--- src/rtl/mem_access_ctrl_if.sv ---
// Core/memory-side bundle of the MP-8 combined instruction/data port.
// The controller uses the master modport. The core and memory use the slave modport.
// Core signals are fetch/PC control, data requests and results. Memory signals are mem_*.
interface mem_access_ctrl_if #(
  parameter int AW = 5,
  parameter int DW = 8
);
  // core -> controller
  logic          fetch_en;
  logic          pc_load;
  logic [AW-1:0] pc_load_val;
  logic          dreq;
  logic          dwe;
  logic [AW-1:0] daddr;
  logic [DW-1:0] dwdata;
  // controller -> core
  logic [AW-1:0] pc;
  logic [DW-1:0] ir;
  logic          ir_valid;
  logic          dack;
  logic [DW-1:0] drdata;
  logic          busy;
  // controller <-> memory
  logic [AW-1:0] mem_addr;
  logic [DW-1:0] mem_wd;
  logic          mem_we;
  logic [DW-1:0] mem_rd;

  modport master (
    input  fetch_en, pc_load, pc_load_val, dreq, dwe, daddr, dwdata, mem_rd,
    output pc, ir, ir_valid, dack, drdata, busy, mem_addr, mem_wd, mem_we
  );

  modport slave (
    output fetch_en, pc_load, pc_load_val, dreq, dwe, daddr, dwdata, mem_rd,
    input  pc, ir, ir_valid, dack, drdata, busy, mem_addr, mem_wd, mem_we
  );
endinterface

--- src/rtl/mem_access_ctrl.sv ---
// Purpose: owns the PC and arbitrates instruction fetches and load/store requests onto one memory port.
// Latency: a request sampled at edge N uses the memory in cycle N..N+1. ir_valid or dack pulses after edge N+1.
// Backpressure: dreq is held until dack, fetch_en is a level, and both contend round-robin; at most one access per 2 cycles.
module mem_access_ctrl #(
  parameter int            AW       = 5,
  parameter int            DW       = 8,
  parameter logic [AW-1:0] RESET_PC = '0
) (
  input logic CLK,
  input logic RST_N,
  mem_access_ctrl_if.master bus
);

  typedef enum logic [1:0] {IDLE, FETCH, DATA} state_t;

  localparam logic GRANT_FETCH = 1'b0;
  localparam logic GRANT_DATA  = 1'b1;

  state_t        state_q, state_d;
  logic          last_q, last_d;
  logic          dreq_v;
  logic          grant_f, grant_d;

  logic [AW-1:0] pc_q;
  logic [DW-1:0] ir_q;
  logic          ir_valid_q;
  logic          dack_q;
  logic [DW-1:0] drdata_q;

  logic [AW-1:0] lat_addr_q;
  logic [DW-1:0] lat_wd_q;
  logic          lat_we_q;

  // Arbitration in IDLE and return to IDLE after every single-cycle access.
  always_comb begin
    state_d = state_q;
    last_d  = last_q;
    grant_f = 1'b0;
    grant_d = 1'b0;
    // A held dreq must not start a second access in the cycle its dack is shown
    dreq_v  = bus.dreq & ~dack_q;
    case (state_q)
      IDLE: begin
        if (dreq_v && bus.fetch_en) begin
          if (last_q == GRANT_FETCH) grant_d = 1'b1;
          else                       grant_f = 1'b1;
        end else if (dreq_v) begin
          grant_d = 1'b1;
        end else if (bus.fetch_en) begin
          grant_f = 1'b1;
        end
        if (grant_d) begin
          state_d = DATA;
          last_d  = GRANT_DATA;
        end
        if (grant_f) begin
          state_d = FETCH;
          last_d  = GRANT_FETCH;
        end
      end
      FETCH:   state_d = IDLE;
      DATA:    state_d = IDLE;
      default: state_d = IDLE;
    endcase
  end

  // FSM state and round-robin history.
  always_ff @(posedge CLK or negedge RST_N) begin
    if (!RST_N) begin
      state_q <= IDLE;
      last_q  <= GRANT_FETCH;
    end else begin
      state_q <= state_d;
      last_q  <= last_d;
    end
  end

  // PC: a jump on any edge wins over the fetch increment, which wraps at the top of memory.
  always_ff @(posedge CLK or negedge RST_N) begin
    if (!RST_N) begin
      pc_q <= RESET_PC;
    end else if (bus.pc_load) begin
      pc_q <= bus.pc_load_val;
    end else if (state_q == FETCH) begin
      pc_q <= pc_q + 1'b1;
    end
  end

  // Fetch completion: a jump on the same edge makes the word stale, so it is dropped.
  always_ff @(posedge CLK or negedge RST_N) begin
    if (!RST_N) begin
      ir_q       <= '0;
      ir_valid_q <= 1'b0;
    end else begin
      ir_valid_q <= 1'b0;
      if (state_q == FETCH && !bus.pc_load) begin
        ir_q       <= bus.mem_rd;
        ir_valid_q <= 1'b1;
      end
    end
  end

  // Data completion: always acknowledge, and capture read data only for loads.
  always_ff @(posedge CLK or negedge RST_N) begin
    if (!RST_N) begin
      dack_q   <= 1'b0;
      drdata_q <= '0;
    end else begin
      dack_q <= 1'b0;
      if (state_q == DATA) begin
        dack_q <= 1'b1;
        if (!lat_we_q) drdata_q <= bus.mem_rd;
      end
    end
  end

  // Capture the request at grant so that mem_* never depend combinationally on core inputs.
  always_ff @(posedge CLK or negedge RST_N) begin
    if (!RST_N) begin
      lat_addr_q <= '0;
      lat_wd_q   <= '0;
      lat_we_q   <= 1'b0;
    end else if (grant_d) begin
      lat_addr_q <= bus.daddr;
      lat_wd_q   <= bus.dwdata;
      lat_we_q   <= bus.dwe;
    end
  end

  // Memory port: drive the PC unless a data access owns the port this cycle.
  always_comb begin
    bus.mem_addr = pc_q;
    bus.mem_wd   = '0;
    bus.mem_we   = 1'b0;
    if (state_q == DATA) begin
      bus.mem_addr = lat_addr_q;
      bus.mem_wd   = lat_wd_q;
      bus.mem_we   = lat_we_q;
    end
  end

  assign bus.pc       = pc_q;
  assign bus.ir       = ir_q;
  assign bus.ir_valid = ir_valid_q;
  assign bus.dack     = dack_q;
  assign bus.drdata   = drdata_q;
  assign bus.busy     = (state_q != IDLE);

endmodule

--- src/flat_wrapper.sv ---
// flat-port wrapper written by rule: the top's interface ports become plain ports
module mem_access_ctrl_flat 
#(
  parameter int            AW       = 5,
  parameter int            DW       = 8,
  parameter logic [AW-1:0] RESET_PC = '0
)
  (CLK, RST_N, bus_fetch_en, bus_pc_load, bus_pc_load_val, bus_dreq, bus_dwe, bus_daddr, bus_dwdata, bus_mem_rd, bus_pc, bus_ir, bus_ir_valid, bus_dack, bus_drdata, bus_busy, bus_mem_addr, bus_mem_wd, bus_mem_we);
  mem_access_ctrl_if #(.AW(AW), .DW(DW)) bus_i ();
  input logic CLK;
  input logic RST_N;
  input wire logic [$bits(bus_i.fetch_en)-1:0] bus_fetch_en;
  input wire logic [$bits(bus_i.pc_load)-1:0] bus_pc_load;
  input wire logic [$bits(bus_i.pc_load_val)-1:0] bus_pc_load_val;
  input wire logic [$bits(bus_i.dreq)-1:0] bus_dreq;
  input wire logic [$bits(bus_i.dwe)-1:0] bus_dwe;
  input wire logic [$bits(bus_i.daddr)-1:0] bus_daddr;
  input wire logic [$bits(bus_i.dwdata)-1:0] bus_dwdata;
  input wire logic [$bits(bus_i.mem_rd)-1:0] bus_mem_rd;
  output wire logic [$bits(bus_i.pc)-1:0] bus_pc;
  output wire logic [$bits(bus_i.ir)-1:0] bus_ir;
  output wire logic [$bits(bus_i.ir_valid)-1:0] bus_ir_valid;
  output wire logic [$bits(bus_i.dack)-1:0] bus_dack;
  output wire logic [$bits(bus_i.drdata)-1:0] bus_drdata;
  output wire logic [$bits(bus_i.busy)-1:0] bus_busy;
  output wire logic [$bits(bus_i.mem_addr)-1:0] bus_mem_addr;
  output wire logic [$bits(bus_i.mem_wd)-1:0] bus_mem_wd;
  output wire logic [$bits(bus_i.mem_we)-1:0] bus_mem_we;
  assign bus_i.fetch_en = bus_fetch_en;
  assign bus_i.pc_load = bus_pc_load;
  assign bus_i.pc_load_val = bus_pc_load_val;
  assign bus_i.dreq = bus_dreq;
  assign bus_i.dwe = bus_dwe;
  assign bus_i.daddr = bus_daddr;
  assign bus_i.dwdata = bus_dwdata;
  assign bus_i.mem_rd = bus_mem_rd;
  assign bus_pc = bus_i.pc;
  assign bus_ir = bus_i.ir;
  assign bus_ir_valid = bus_i.ir_valid;
  assign bus_dack = bus_i.dack;
  assign bus_drdata = bus_i.drdata;
  assign bus_busy = bus_i.busy;
  assign bus_mem_addr = bus_i.mem_addr;
  assign bus_mem_wd = bus_i.mem_wd;
  assign bus_mem_we = bus_i.mem_we;
  mem_access_ctrl #(.AW(AW), .DW(DW), .RESET_PC(RESET_PC)) u_core (.CLK(CLK), .RST_N(RST_N), .bus(bus_i));
endmodule
--- config.mk ---
export PLATFORM = sky130hd
export DESIGN_NAME = mem_access_ctrl_flat
export DESIGN_NICKNAME = d
export VERILOG_FILES = /design/src/rtl/mem_access_ctrl_if.sv /design/src/rtl/mem_access_ctrl.sv /design/src/flat_wrapper.sv
export SDC_FILE = /design/constraint.sdc
export NUM_CORES = 1
export LEC_CHECK = 0
export CORE_ASPECT_RATIO = 0.75
export CORE_UTILIZATION = 25
export CTS_CLUSTER_DIAMETER = 120
export DETAILED_ROUTE_END_ITERATION = 8
export REMOVE_ABC_BUFFERS = 1
export SLEW_MARGIN = 20
export SYNTH_ARGS = -nofsm -noshare
export SYNTH_HDL_FRONTEND = slang
export SYNTH_SLANG_ARGS = --single-unit
--- constraint.sdc ---
create_clock -name CLK -period 1.7 [get_ports CLK]
set_input_delay 0.34 -clock CLK [delete_from_list [all_inputs] [get_ports CLK]]
set_output_delay 0.34 -clock CLK [all_outputs]
set_load 0.005 [all_outputs]
======== Word-level counts from Yosys, hierarchy flattened ========
Index checks and enable logic that the tools add are counted.
cells by class
  equal/unequal tests ..................... 3
  $lt $le $gt $ge ......................... 0
  $mul .................................... 0
  add/sub/neg operators ................... 1
  reduce and logical (&&, ||, !) cells .... 9
  divide/modulo/power cells ............... 0
  bitwise gates (word level) .............. 3
  shift operators ......................... 0
  muxes and demuxes ....................... 22
operators with widths
  cell                   count
  $mux W1                15
  $mux W5                3
  $mux W8                1
  $mux W2                3
  $reduce_bool A2 Y1     3
  $add A5 B1 Y5 const B  1
  $reduce_and A2 Y1      2
  $ne A3 B1 Y1 const B   1
  $eq A2 B1 Y1 const B   1
  $eq A2 B2 Y1 const B   1
  $logic_and A1 B1 Y1    2
  $logic_not A2 Y1       1
  $not A1 Y1             2
  $and A1 B1 Y1          1
  $logic_not A1 Y1       1
storage, ports and cells
  bits in registers ....................... 40
  bits in latches ......................... 0
  word-level logic and storage cells ...... 48
  ROM bits ................................ 0
  bits in writable memories ............... 0
  output and inout bits ................... 38
  memories ................................ 0
  input port bits ......................... 32

======== Logic depth before layout (Yosys ltp) ========
  depth after elaboration ................. 8
  depth in mapped cells ................... 5
  gate-level depth less buffers ........... 4

======== Worst setup path after synthesis ========
No wires, ideal clock.
  kind .................................... reg-to-reg
  start ................................... register u_core.state_q[1]
  end ..................................... register u_core.lat_addr_q[0]
  stages on the path, launching flop included .. 5
  path buffers ............................ 1
  clock period less this slack ............ 1.432 ns
  data arrival time ....................... 1.307 ns
  data required time ...................... 1.575 ns
  slack ................................... 0.268 ns
  cells stage by stage .................... dfrtp_1 -> nor4b_4 -> nand2_2 -> buf_6 -> mux2_4
between the ends
  word-level cells in the longest chain between the ends .. 2
RTL lines
  item                    line                    source
  from (decl)             mem_access_ctrl.sv:19   state_t state_q, state_d;
  from (signal assigned)  mem_access_ctrl.sv:73   state_q <= state_d;
  $logic_not A2 Y1        mem_access_ctrl.sv:42   case (state_q)
  $mux W1                 mem_access_ctrl.sv:42
  to (signal assigned)    mem_access_ctrl.sv:124  lat_addr_q <= bus.daddr;
  to (decl)               mem_access_ctrl.sv:30   logic [AW-1:0] lat_addr_q;
No other way between the ends.
A chain may end at the register's enable or synchronous reset.

======== Final worst setup path ========
  start ................................... register u_core.state_q[0]
  end ..................................... output bus_mem_addr[0]
between the ends
  word-level cells in the longest chain between the ends .. 2
RTL lines
  item          line                    source
  $eq A2 B2 Y1  mem_access_ctrl.sv:135  if (state_q == DATA) begin
  $mux W5       mem_access_ctrl.sv:135
  to (decl)     flat_wrapper.sv:26      output wire logic [$bits(bus_i.mem_addr)-1:0] bus_mem_addr;
No other way between the ends.

==> qor.yml <==
nFillCells: 652
path_clk_slew_ps: 80
utilization: 0.444
final_area_sq_um: 2890
avgSynthCellArea_sq_um: 13.9
pin_count: 70
max_slew_margin: 0.721
grt_max_degree: 20
die_w_microns: 98.5
cap_violations: 0
r2r_cells: 5
gp_congestion: 0.715
ys.warnings.count: 0
crit_arrival_ps: 1490
routed_via_density: 4.17
p_leak_nw: 1.31
dr.pass1.iters: 6
fmax_mhz: 546
nNetsFinal: 252
num_antenna_cells: 0
cp_cell_sequence: "nor2b_4 -> buf_6 -> buf_6 -> mux2_4 -> buf_6"
dp_slack_ps: -107
rows: 25
start_util: 0.268
period_needed_ps: 1830
yosys_register_bits: 40
crit_top_cell: "buf_6"
cts_buffers: 5
p_per_area_nw_per_um2: 1520
cts_root_buf: "clkbuf_8"
yosysSeqAreaShare: 0.573
dp.cells: 287
synth_cells: 126
drcViolationCount: 2
cts_tree: "yes"
whs_ps: 493
final_common_cell: "clkdlybuf4s50_1"
rsz0062_at_grt: "true"
cts_htree_levels: 2
worst-path-buf-inv: 3
ys_types: 26
dp.final_hpwl_mm: 2.96
cpMaxStageDelayCell: "dfrtp_1"
port_buffers: 69
layout.cells.most_common_list: "clkdlybuf4s50_1, dfrtp_1, buf_6"
synth-compound-area-share: 0.0308
max-vdd-ir-drop_v: 0.000573
setup_viol: 5
report.power.total_mw: 4.40
synth_xor_area_frac: 0.0100
antenna_found_initial: 0
cp-end-kind: "output port"
critPathRequiredTime_ps: 1360
synth_fa_ha_area_frac: 0.00716
placed_cell_area_sq_um: 2650
hold_viol_final: 0
via_count: 1254
tightestPinTransition_ps: 419
ant_nets: 0
grt_pass1_vias: 1335
hold_end: "u_core.bus.drdata[1]$_DFFE_PN0P_"
finalCritPeriodShare: 1.08
reg2reg_slack_ps: 130
area.sequential_sq_um: 1000
max_stage_delay_ps: 420
path_class: "reg2out"
synth_top_family_by_area: "multiplexers"
critical_path_depth: 5
hold_path.startpoint: "u_core.bus.drdata[1]$_DFFE_PN0P_"
cts_buffer_depth: 2
die_area_sq_um: 7330
instances_no_fill: 301
drt_wl_total_mm: 4.00
hold_class: "reg2reg"
timing.rr.end: "u_core.lat_wd_q[7]$_DFFE_PN0P_"
insertion_delay_ps: 290
synth_area_sq_um: 1750
setup_slack_ps: -132
multi_input_area_sq_um: 749
worstReg2RegStart: "u_core.state_q[0]$_DFFE_PN0P_"
drt_iter0_markers: 22
critPathLaunchType: "flip-flop"
synthMuxAreaShare: 0.251
die_h_microns: 74.4
yosys.area_share.simple: 0.101
fin_tns_setup_ps: -605
overflow: 0
hold_depth: 1
path_max_fanout: 4
area_growth_pct: 65.4
clock-sinks: 40
design.core.area_sq_um: 6510
track_usage: 0.119
drive_above_1_share: 0.377
clock_skew_ps: 3.28
post_drt_wl_per_cell_microns: 13.3
critical_path.top_delay_family: "flip-flops"
grt_first_pass_wirelength_mm: 6.67
violations: "DRC, setup timing"
slew_violations: 0
outcome: "finished with violations"
[area by class of cell]
| cell class | count | share of cell area |
|---|---|---|
| timing repair buffer | 91 | 0.310 |
| multi-input combinational | 77 | 0.259 |
| clock inverter | 1 | 0.0104 |
| tap | 81 | 0.0351 |
| clock buffer | 7 | 0.0333 |
| sequential | 40 | 0.346 |
| inverter | 4 | 0.00520 |
[worst max-delay path by stage]
stage                                        startpoint                          endpoint  slack (ps)
after floorplan           u_core.state_q[1]$_DFFE_PN0P_  u_core.bus.drdata[0]$_DFFE_PN0P_        -270
after global placement    u_core.state_q[0]$_DFFE_PN0P_                   bus_mem_addr[1]        -100
after detailed placement  u_core.state_q[0]$_DFFE_PN0P_                   bus_mem_addr[0]        -110
after CTS                 u_core.state_q[0]$_DFFE_PN0P_                   bus_mem_addr[0]        -130
after global routing      u_core.state_q[0]$_DFFE_PN0P_                   bus_mem_addr[3]        -200
final                     u_core.state_q[0]$_DFFE_PN0P_                   bus_mem_addr[0]        -130
[Yosys cell counts, drive strengths merged]
library cell,number,area (sq um)
or3,2,12.5
clkbuf,2,8.75
nor4b,1,23.8
mux2i,1,10.0
nor2,5,21.3
dfrtp,40,1000
nand2b,1,6.26
nor2b,2,12.5
nand3b,2,15.0
o21ai,5,25.0
mux2,35,428
xor2,2,17.5
o311a,1,10.0
a31oi,3,18.8
nand2,7,28.8
and2,9,56.3
inv,4,15.0
buf,3,23.8
ha,1,12.5
[state kept, by name, indices dropped and copies added (netlist names), 2 cells and up]
signal             cells
u_core.state_q         2
u_core.bus.pc          5
u_core.lat_addr_q      5
u_core.bus.drdata      8
u_core.bus.ir          8
u_core.lat_wd_q        8
[cell families (layout without fill, tap and decap cells)]
kind of cell	count (synthesis)	after routing
flops	40	40
mux	36	36
simple gates	29	29
compound gates	9	9
buf+inv	9	103
xor+xnor	2	2
fa+ha+maj	1	1
[routing by layer]
metal | vias to the layer above | global-route usage | share of wire
li1 | 618 | - | -
met1 | 588 | 0.166 | 0.50
met2 | 43 | 0.171 | 0.41
met3 | 5 | 0.0423 | 0.076
met4 | 0 | 0.0398 | 0.0095
met5 | - | 0 | 0
[repair_timing]
| action | CTS | global route |
|---|---|---|
| hold endpoints to repair | 17 | 0 |
| gates resized for setup | 78 | 14 |
| pin swaps | 1 | 7 |
| hold buffers | 1 | 0 |
| buffers inserted | 8 | 1 |
| endpoints found under the setup margin | 15 | 37 |
[report_power, final]
| part | switching [mW] | internal (mW) |
|---|---|---|
| Sequential | 0.228 | 1.37 |
| Combinational | 0.598 | 1.35 |
| Clock | 0.332 | 0.518 |
Note: power is estimated with default switching activity, not from simulation.
